===== src/rtl/int_ctrl.sv =====
// Fixed-priority interrupt controller for the PicoBlaze port bus: mask/pending/ID
// registers, one interrupt/interrupt_ack handshake, and an EOI-driven source ack.
module int_ctrl #(
  parameter int         N_SRC     = 4,
  parameter logic [7:0] ADDR_MASK = 8'h10,
  parameter logic [7:0] ADDR_PEND = 8'h11,
  parameter logic [7:0] ADDR_ID   = 8'h12
) (
  input  logic             clk,
  input  logic             rst,
  input  logic [7:0]       address,
  input  logic [7:0]       value_in,
  input  logic             wen,
  input  logic             ren,
  output logic [7:0]       port_out,
  input  logic [N_SRC-1:0] irq_in,
  output logic [N_SRC-1:0] irq_ack,
  output logic             interrupt,
  input  logic             interrupt_ack,
  output logic [1:0]       dbg_state
);

  // Handshake: interrupt rises when a source is committed and stays high until the
  // CPU pulses interrupt_ack; an EOI write then pulses irq_ack for that source once.
  typedef enum logic [1:0] {S_IDLE, S_REQ, S_SVC, S_HOLD} state_t;

  state_t           state_q, state_d;
  logic [N_SRC-1:0] mask_q, mask_d;
  logic [N_SRC-1:0] pend_q, pend_d;
  logic [N_SRC-1:0] irq_ack_q, irq_ack_d;
  logic [2:0]       cur_id_q, cur_id_d;
  logic [1:0]       hold_cnt_q, hold_cnt_d;
  logic             interrupt_q, interrupt_d;
  logic [7:0]       port_out_q, port_out_d;

  logic [N_SRC-1:0] act;
  logic [2:0]       first_id;
  logic [N_SRC-1:0] ack_vec;
  logic [7:0]       mask_rd, pend_rd;
  logic             eoi;
  logic             unused_value;

  assign act          = pend_q & mask_q;
  assign eoi          = wen && (address == ADDR_ID);
  assign unused_value = ^value_in;

  // Descending scan so the lowest set index wins.
  always_comb begin
    first_id = 3'd0;
    for (int i = N_SRC - 1; i >= 0; i--) begin
      if (act[i]) first_id = i[2:0];
    end
  end

  always_comb begin
    ack_vec = '0;
    for (int i = 0; i < N_SRC; i++) begin
      if (cur_id_q == i[2:0]) ack_vec[i] = 1'b1;
    end
  end

  always_comb begin
    mask_rd = '0;
    pend_rd = '0;
    mask_rd[N_SRC-1:0] = mask_q;
    pend_rd[N_SRC-1:0] = pend_q;
  end

  always_comb begin
    state_d     = state_q;
    mask_d      = mask_q;
    pend_d      = irq_in;
    irq_ack_d   = '0;
    cur_id_d    = cur_id_q;
    hold_cnt_d  = hold_cnt_q;
    interrupt_d = interrupt_q;
    port_out_d  = port_out_q;

    if (wen && (address == ADDR_MASK)) mask_d = value_in[N_SRC-1:0];

    case (state_q)
      S_IDLE: begin
        if (|act) begin
          cur_id_d    = first_id;
          interrupt_d = 1'b1;
          state_d     = S_REQ;
        end
      end
      S_REQ: begin
        if (interrupt_ack) begin
          interrupt_d = 1'b0;
          state_d     = S_SVC;
        end
      end
      S_SVC: begin
        if (eoi && !interrupt_ack) begin
          irq_ack_d  = ack_vec;
          hold_cnt_d = 2'd0;
          state_d    = S_HOLD;
        end
      end
      S_HOLD: begin
        // Let the source drop its line and pend resample before re-arbitrating.
        if (hold_cnt_q == 2'd2) state_d = S_IDLE;
        else hold_cnt_d = hold_cnt_q + 2'd1;
      end
      default: state_d = S_IDLE;
    endcase

    if (ren) begin
      if (address == ADDR_MASK) port_out_d = mask_rd;
      else if (address == ADDR_PEND) port_out_d = pend_rd;
      else if (address == ADDR_ID)
        port_out_d = (state_q == S_SVC) ? {1'b1, 4'b0000, cur_id_q} : 8'h00;
    end
  end

  always_ff @(posedge clk) begin
    if (rst) begin
      state_q     <= S_IDLE;
      mask_q      <= '0;
      pend_q      <= '0;
      irq_ack_q   <= '0;
      cur_id_q    <= 3'd0;
      hold_cnt_q  <= 2'd0;
      interrupt_q <= 1'b0;
      port_out_q  <= 8'h00;
    end else begin
      state_q     <= state_d;
      mask_q      <= mask_d;
      pend_q      <= pend_d;
      irq_ack_q   <= irq_ack_d;
      cur_id_q    <= cur_id_d;
      hold_cnt_q  <= hold_cnt_d;
      interrupt_q <= interrupt_d;
      port_out_q  <= port_out_d;
    end
  end

  assign port_out  = port_out_q;
  assign irq_ack   = irq_ack_q;
  assign interrupt = interrupt_q;
  assign dbg_state = state_q;

endmodule


===== config.mk =====
export PLATFORM = sky130hd
export DESIGN_NAME = int_ctrl
export DESIGN_NICKNAME = d
export VERILOG_FILES = /design/src/rtl/int_ctrl.sv
export SDC_FILE = /design/constraint.sdc
export NUM_CORES = 1
export LEC_CHECK = 0
export ABC_AREA = 1
export BUFFER_PORTS_ARGS = -buffer_cell sky130_fd_sc_hd__buf_2
export CORE_UTILIZATION = 30
export DETAILED_ROUTE_END_ITERATION = 16
export HOLD_SLACK_MARGIN = 0.03
export PLACE_DENSITY_LB_ADDON = 0.25
export SETUP_SLACK_MARGIN = 0.2
export SKIP_CTS_REPAIR_TIMING = 1
export SLEW_MARGIN = 30
export SYNTH_ARGS = -nofsm -noshare
export SYNTH_HDL_FRONTEND = slang
export SYNTH_SLANG_ARGS = --single-unit

===== constraint.sdc =====
create_clock -name clk -period 2.9 [get_ports clk]
set_input_delay 0.58 -clock clk [delete_from_list [all_inputs] [get_ports clk]]
set_output_delay 0.58 -clock clk [all_outputs]
set_load 0.02 [all_outputs]

==> impl_metrics.env <==
export IMPL_synth_area_leaders="dfxtp_1 38%, nand2_1 11%, inv_1 8.2%"
export IMPL_vdd_drop_max_mv=0.2215
export IMPL_start_kind="input port"
export IMPL_grt_use_met2=0.2013
export IMPL_ant_nets=0
export IMPL_wirelength_mm=2.470
export IMPL_internal_power_uw=550.8
export IMPL_synth_warnings=0
export IMPL_grt_max_degree=14
export IMPL_p_per_area_nw_per_um2=570.6
export IMPL_crit_slowest_cell="nor2_2"
export IMPL_regArea_um2=480.5
export IMPL_first_global_vias=1009
export IMPL_filler_cell_count=451
export IMPL_slew_headroom=0.6409
export IMPL_fin_worst_skew_ns=0.003300
export IMPL_core_um2=4058
export IMPL_clk_pin_slew_worst_paths_ns=0.08
export IMPL_antenna_found_initial=0
export IMPL_met1_usage=0.1556
export IMPL_multiInputGateArea_um2=643.1
export IMPL_io_pins=40
export IMPL_worst_slack_ns=1.202
export IMPL_rsz0062_at_grt="false"
export IMPL_cts_tree="yes"
export IMPL_port_buffers=32
export IMPL_crit_arrival_ns=1.90
export IMPL_max_stage_delay_ns=0.44
export IMPL_drcViolationCount=0
export IMPL_post_route_period_util=0.5854
export IMPL_wl_per_cell_um=9.321
export IMPL_overflow=0
export IMPL_p_switching_uw=311.6
export IMPL_power_uw=862.4
export IMPL_p_seq_frac=0.431
export IMPL_max_freq_ghz=0.5891
export IMPL_p_leak_uw=0.0007592
export IMPL_cts_sinks=24
export IMPL_use_met3=0.02534
export IMPL_finalHoldViolCount=0
export IMPL_vias=1128
export IMPL_cp_top_family="simple AND/OR/NAND/NOR gates"
export IMPL_area_delta_synth_final_pct=18.32
export IMPL_p_sw_frac=0.3613
export IMPL_clockBufferDepth=2
export IMPL_hold_path_class="flop to flop"
export IMPL_final_common_cell="nand2_1"
export IMPL_via_per_inst=4.257
export IMPL_pwr_share_comb=0.341
export IMPL_grt_busiest_layer="met2"
export IMPL_initial_core_util=0.3148
export IMPL_required_ns=3.11
export IMPL_drv_slew=0
export IMPL_numCtsBuffers=3
export IMPL_worstMarginPinSlew_ns=0.5381
export IMPL_fin_nets=247
export IMPL_final_cell_mix="36 x nand2_1, 32 x buf_2, 28 x inv_1"
export IMPL_fp_dieArea_um2=4523
export IMPL_setup_viol=0
export IMPL_first_pass_iters=4
export IMPL_h_tree_depth=1
export IMPL_p_clk_frac=0.228
export IMPL_yosysSeqAreaShare=0.3761
export IMPL_syn_avg_cell_area_um2=6.981
export IMPL_syn_inst=183
export IMPL_critPathMaxFanout=11
export IMPL_diodes=0
export IMPL_die_h_um=67.26
export IMPL_grt_total_usage=0.1216
export IMPL_syn_area_um2=1277
export IMPL_path_buf_inv=2
export IMPL_final_setup_tns_ns=0
export IMPL_pre_cts_slack_ns=0.9238
export IMPL_worstPathCellList="buf_2 > inv_1 > nand2_1 > nor2_2 > nand3_1 > nand2_2 > nand2_2 > nand2_1 > nand2_1 > nor2_1"
export IMPL_outcome="complete, no violations"
export IMPL_period_needed_ns=1.698
export IMPL_crit_top_cell="nand2_1"
export IMPL_drive_gt1_frac=0.2605
export IMPL_crit_type="input port to flop"
export IMPL_cts_root_buf="clkbuf_8"
export IMPL_clk_latency_ns=0.26
export IMPL_post_dp_hpwl_mm=2.007
export IMPL_grt_pass1_wl_mm=4.174
export IMPL_worstSetupEndpointType="flop"
export IMPL_synth_area_leader_cell="dfxtp_1"
export IMPL_synth_cell_types=25
export IMPL_max_cap_violations=0
export IMPL_yosysTopAreaCellShare=0.3761
export IMPL_gp_congestion=0.7266
export IMPL_core_rowCount=23
export IMPL_drt_iter0_markers=26
export IMPL_ys_ff_latch=24
export IMPL_die_x_um=67.26
## power groups by stage
stage / Combinational [uW] / Clock, uW / Sequential (uW)
after floorplan: 219 / 0 / 393
after global placement: 295 / 0 / 380
after detailed placement: 295 / 0 / 381
after CTS: 297 / 206 / 372
after global routing: 346 / 223 / 375
final: 294 / 196 / 372
## synthesized netlist by cell type
| cell type | instances |
|---|---|
| nand2_1 | 36 |
| inv_1 | 28 |
| nor2_1 | 26 |
| dfxtp_1 | 24 |
| nand3_1 | 15 |
| a21oi_1 | 10 |
| o21ai_0 | 7 |
| ha_1 | 5 |
| inv_2 | 5 |
| nand2_2 | 4 |
| buf_4 | 3 |
| nor2_2 | 3 |
| nand2_4 | 2 |
| nand4_1 | 2 |
| nor2_4 | 2 |
| nor3_2 | 2 |
| a211oi_1 | 1 |
| buf_6 | 1 |
| clkbuf_1 | 1 |
| conb_1 | 1 |
| nand3_4 | 1 |
| o2111ai_1 | 1 |
| o21ai_2 | 1 |
| or2_1 | 1 |
| or2_2 | 1 |
## area by class of cell
class,instances,area share
clock buffers,3,0.02732
multi-input cells,123,0.4255
flip-flops and latches,24,0.3179
repair buffers,32,0.1060
well taps,50,0.04139
inverters,33,0.08195
## final timing paths
path,startpoint,endpoint,slack [ns],cells past startpoint
worst max-delay path,address[5],port_out[0]$_SDFFE_PP0P_,1.20,10
worst min-delay path,mask_q[2]$_SDFFE_PP0P_,mask_q[2]$_SDFFE_PP0P_,0.47,2
worst max register to register,dbg_state[1]$_SDFFE_PP0P_,hold_cnt_q[0]$_SDFFE_PP0P_,1.51,7
worst min register to register,mask_q[2]$_SDFFE_PP0P_,mask_q[2]$_SDFFE_PP0P_,0.47,2
## cell families after synthesis
logic type / count (synthesis) / share of synthesized area
flip-flops: 24 / 0.3761
AND/OR/NAND/NOR: 95 / 0.3595
other: 1 / 0.002935
AO/OA/AOI/OAI: 20 / 0.08619
buffers and inverters: 38 / 0.1263
adder cells (fa/ha/maj): 5 / 0.04897
## registers in the layout, summed over array words and instances, names as in the netlist
signal      cells
pend_q          4
irq_ack         4
cur_id_q        2
port_out        5
dbg_state       2
mask_q          4
hold_cnt_q      2
interrupt       1
## tightest hold or removal path: cells and delay by family, from the launching register on
family,cells,cell delay (ns)
AO/OA/AOI/OAI,1,0.05
buffers and inverters,1,0.06
flip-flops,1,0.32
## routing by layer
layer / vias to the layer above / share of wire
met3: 4 / 0.038
li1: 621 / -
met4: 0 / 0.014
met2: 26 / 0.43
met1: 477 / 0.52
met5: - / 0
## through the flow
stage | util | instance area (um^2) | instances | hold WS, ns
CTS | 0.3725 | 1511 | 265 | 0.4757
finish | 0.3725 | 1511 | 265 | 0.4736
floorplan | - | 1285 | 185 | 0.4374
global route | 0.3725 | 1511 | 265 | 0.5011
global placement | 0.3623 | 1470 | 262 | 0.4568
detailed placement | 0.3623 | 1470 | 262 | 0.4639
Power figures use the tool's default switching activity.
